### src/rtl/mem_arbiter.sv
// Two-master arbiter for the shared processor-side memory port: one combinational
// issue stage, one registered response stage, round-robin or fixed priority.
module mem_arbiter #(
   parameter int AW         = 24,
   parameter int DW         = 12,
   parameter bit FIXED_PRIO = 1'b0
) (
   input  logic          clk,
   input  logic          rst,
   input  logic          m0_req,
   input  logic [AW-1:0] m0_addr,
   input  logic          m0_we,
   input  logic [DW-1:0] m0_wdata,
   output logic          m0_ready,
   output logic [DW-1:0] m0_rdata,
   input  logic          m1_req,
   input  logic [AW-1:0] m1_addr,
   input  logic          m1_we,
   input  logic [DW-1:0] m1_wdata,
   output logic          m1_ready,
   output logic [DW-1:0] m1_rdata,
   output logic [AW-1:0] mem_addr,
   output logic          mem_we,
   output logic [DW-1:0] mem_wdata,
   input  logic [DW-1:0] mem_rdata,
   input  logic          mem_wait
);

   localparam logic M0 = 1'b0;
   localparam logic M1 = 1'b1;

   typedef enum logic [1:0] {
      IDLE = 2'd0,
      RESP = 2'd1,
      HOLD = 2'd2
   } phase_t;

   logic   resp_valid;
   logic   resp_id;
   logic   last_grant;
   logic   resp_valid_nxt;
   logic   resp_id_nxt;
   logic   last_grant_nxt;
   phase_t phase;
   logic   elig0;
   logic   elig1;
   logic   grant;
   logic   grant_id;

   // HOLD depends on the live wait input, so the phase is decoded rather than stored.
   always_comb begin
      phase = IDLE;
      if (resp_valid) phase = mem_wait ? HOLD : RESP;
   end

   always_comb begin
      // NOTE: defaults first so every path assigns every output and no latch is inferred.
      grant    = 1'b0;
      grant_id = M0;
      elig0    = m0_req && !(resp_valid && resp_id == M0);
      elig1    = m1_req && !(resp_valid && resp_id == M1);
      // rst gates the issue path too, so nothing reaches the bus while reset is held.
      if (rst && phase != HOLD) begin
         if (elig0 && elig1) begin
            grant    = 1'b1;
            grant_id = FIXED_PRIO ? M0 : ~last_grant;
         end else if (elig0) begin
            grant    = 1'b1;
            grant_id = M0;
         end else if (elig1) begin
            grant    = 1'b1;
            grant_id = M1;
         end
      end
   end

   always_comb begin
      mem_addr  = '0;
      mem_we    = 1'b0;
      mem_wdata = '0;
      if (grant) begin
         if (grant_id == M1) begin
            mem_addr  = m1_addr;
            mem_we    = m1_we;
            mem_wdata = m1_wdata;
         end else begin
            mem_addr  = m0_addr;
            mem_we    = m0_we;
            mem_wdata = m0_wdata;
         end
      end
   end

   always_comb begin
      resp_valid_nxt = 1'b0;
      resp_id_nxt    = resp_id;
      last_grant_nxt = last_grant;
      case (phase)
         HOLD: begin
            resp_valid_nxt = 1'b1;
         end
         default: begin
            if (grant) begin
               resp_valid_nxt = 1'b1;
               resp_id_nxt    = grant_id;
               last_grant_nxt = grant_id;
            end
         end
      endcase
   end

   always_ff @(posedge clk or negedge rst) begin
      if (!rst) begin
         resp_valid <= 1'b0;
         resp_id    <= M0;
         last_grant <= M1;
      end else begin
         // NOTE: non-blocking assignments so all state updates see pre-edge values.
         resp_valid <= resp_valid_nxt;
         resp_id    <= resp_id_nxt;
         last_grant <= last_grant_nxt;
      end
   end

   assign m0_ready = (phase == RESP) && (resp_id == M0);
   assign m1_ready = (phase == RESP) && (resp_id == M1);
   assign m0_rdata = mem_rdata;
   assign m1_rdata = mem_rdata;

   a_ready_onehot : assert property (@(posedge clk) disable iff (!rst) !(m0_ready && m1_ready));
   a_hold_no_write : assert property (@(posedge clk) disable iff (!rst) !(phase == HOLD && mem_we));

endmodule

### config.mk
export PLATFORM = sky130hd
export DESIGN_NAME = mem_arbiter
export DESIGN_NICKNAME = d
export VERILOG_FILES = /design/src/rtl/mem_arbiter.sv
export SDC_FILE = /design/constraint.sdc
export NUM_CORES = 1
export LEC_CHECK = 0
export BUFFER_PORTS_ARGS = -buffer_cell sky130_fd_sc_hd__buf_2
export CORE_ASPECT_RATIO = 0.75
export CORE_UTILIZATION = 36
export DETAILED_ROUTE_END_ITERATION = 6
export HOLD_SLACK_MARGIN = 0.02
export PLACE_DENSITY = 0.83
export SETUP_SLACK_MARGIN = 0.5
export SYNTH_ARGS = -nofsm -noshare
export SYNTH_HDL_FRONTEND = slang
export SYNTH_SLANG_ARGS = --single-unit
### constraint.sdc
create_clock -name clk -period 2.8 [get_ports clk]
set_clock_uncertainty 0.2 [all_clocks]
set_input_delay 0.28 -clock clk [delete_from_list [all_inputs] [get_ports clk]]
set_output_delay 0.28 -clock clk [all_outputs]
set_load 0.1 [all_outputs]
==> out/results.tsv <==
metric	value	unit
outcome	finished, final reports clean	
post-layout minimum cycle time	2.759	ns
share of cells above drive strength 1	0.8298	
syn avg cell area	7.607	um^2
die height	56.73	um
first-pass GRT wire length	12100	um
Rows	19	
nets	374	
Hold WC Path Type	in -> async	
number of antenna repair diodes	0	
worst-skew pair later-pin latency	0.23	ns
die area	4253	um^2
fillers	116	
clk slew on worst S/H paths	0.04	ns
Die W	74.97	um
total CTS buffers	3	
Peak VDD IR	289.9	uV
core box area	3732	um^2
Final Setup Violations	0	
fmax	362.4	MHz
final hold slack	0.2906	ns
fin worst setup slack	0.04060	ns
Syn-to-layout area delta	141.7	%
r2r worst-path depth	5	
worst slew pin tran	0.7441	ns
combined area of the multi-input logic cells	1697	um^2
Pwr per Cell Area	472.8	nW/um^2
starting density of the core	0.3852	
Buf/Inv on CP	2	
drt via density	6.701	
DRC	0	
GRT Total Usage	0.3861	
I/O pins	154	
#FFs+latches synth	3	
crit-path max cell delay	0.65	ns
max-slew violation count	0	
Max clock buf depth	2	
Critical Path Source	resp_valid	
CP max stage cell	o31ai_1	
required time of the critical path	2.32	ns
Final Power	1.643	mW
hpwl dp	4361	um
synth unique cells	22	
fin crit share	0.9855	
Storage cell area	78.83	um^2
Place WS	0.1801	ns
clock sink count	3	
Yosys warning total	0	
gr ovfl total	0	
antenna-violating nets left	0	
Port-buffer cells	117	
crit path kind	reg -> out	
worst r2r dst	resp_id	
Iteration-0 DRC Markers	269	
GPL Wtd Cong	0.8893	
root buf cell	clkbuf_8	
Slew Limit Headroom	0.4997	
Post-Syn Area	1438	um^2
Final Hold Fails	0	
initial antenna violation count	1	
H-Tree Depth	1	
kind of start point of the critical path	flip-flop	
sequential area share after synthesis	0.05309	
reg-to-reg critical path startpoint	resp_id	
WP data arrival	2.28	ns
Leak	1.257	nW
RSZ-0062 raised after global routing	yes	
max-cap violation count	0	
vias in the first global route	2206	
TritonCTS clock tree	built	
Cell Chain, Critical Path	and3b_2 > bufbuf_16 > o31ai_1 > a211oi_4 > buf_12	
CP max FO	24	
Gate Count Post-Synth	189	
via count	2238	
WL/cell	25.61	um
CP Capture Type	output pin	
final wirelength	8554	um
largest net degree at the start of global routing	43	
syn nets	280	
Worst path top cell family by delay	compound AO/OA/AOI/OAI gates	
Pre-antenna DRT Iters	5	
R2R Setup Slk	0.83	ns
[cell usage in the layout (no fill, tap or decap), types with 2 or more instances in the layout]
cell type   n
dfrtp_2     2
a211oi_4   37
buf_4      11
o21a_4      2
or4b_4     37
buf_12     48
clkbuf_8    3
bufbuf_16   3
buf_2      80
o31ai_1    34
o21ai_0     3
o31ai_2     4
[report_power, final]
group / internal (mW) / switching [mW] / leakage, nW / total (mW)
Combinational: 0.571 / 0.862 / 1.20 / 1.43
Sequential: 0.0582 / 0.0138 / 0.0323 / 0.0721
Clock: 0.0981 / 0.0396 / 0.0228 / 0.138
Total: 0.727 / 0.915 / 1.26 / 1.64
[registers in the layout, summed over array words and instances (netlist names)]
signal / flops
last_grant: 1
resp_valid: 1
resp_id: 1
[cell usage after synthesis]
library cell  count  area [um^2]
nor3b_1           2        15.01
o22a_1            1        8.760
dfstp_2           1        26.28
nand2_1           2        7.510
o21a_1            1        7.510
nor2_1            1        3.750
clkbuf_1         24        90.09
o21ai_0           3        15.01
buf_6             2        22.52
buf_4            24        180.2
mux2i_1           1        10.01
or4b_1           37        370.4
inv_1             2        7.510
and3b_1           1        8.760
buf_2             3        15.01
nand2b_1          1        6.260
o31ai_1          38        285.3
or3_1             1        6.260
a211oi_1         38        285.3
buf_1             3        11.26
dfrtp_1           2        50.05
nor3_1            1        5.000
[metal layers]
| layer | up-vias | global-route usage | part of all wire |
|---|---|---|---|
| met5 | - | 0 | 0.0015 |
| met3 | 46 | 0.1005 | 0.096 |
| met1 | 1093 | 0.4598 | 0.38 |
| li1 | 914 | - | - |
| met2 | 183 | 0.6319 | 0.48 |
| met4 | 2 | 0.1941 | 0.041 |
[worst max-delay path by stage]
stage / end / slack [ns] / cells after the start
floorplan: m0_ready / -0.32 / 1
global placement: mem_addr[0] / 0.24 / 6
detailed placement: mem_wdata[6] / 0.18 / 5
CTS: mem_addr[16] / 0.22 / 5
global route: mem_wdata[6] / -0.1 / 5
finish: mem_wdata[6] / 0.04 / 5
[timing repair]
action	4_1_cts	5_1_grt
hold endpoints to repair	3	0
gates resized for setup	6	4
hold buffers	1	0
endpoints found under the setup margin	37	37
pin swaps	19	38
cloned	5	0
setup buffers	9	2
[stage by stage]
stage	area [um^2]	cells	utilization	TNS (ns)
global route	3475	334	0.9309	-0.09838
global placement	3127	313	0.8377	0
detailed placement	3127	313	0.8377	0
floorplan	2118	189	-	-0.7391
CTS	3415	332	0.9149	0
finish	3475	334	0.9309	0
[kinds of logic (layout without fill, tap and decap cells)]
logic type	count (synthesis)	after routing	synth area share
flops	3	3	0.05309
simple gates	46	46	0.2942
compound gates	81	82	0.4186
buf+inv	58	150	0.2272
mux	1	1	0.006963
[final cells by class]
class,instances,area share
Tap cell,52,0.01873
Inverter,2,0.002881
Timing Repair Buffer,144,0.4544
Clock buffer,4,0.01296
Sequential cell,3,0.02269
Multi-Input combinational cell,129,0.4883
(Power assumes the default switching activity.)
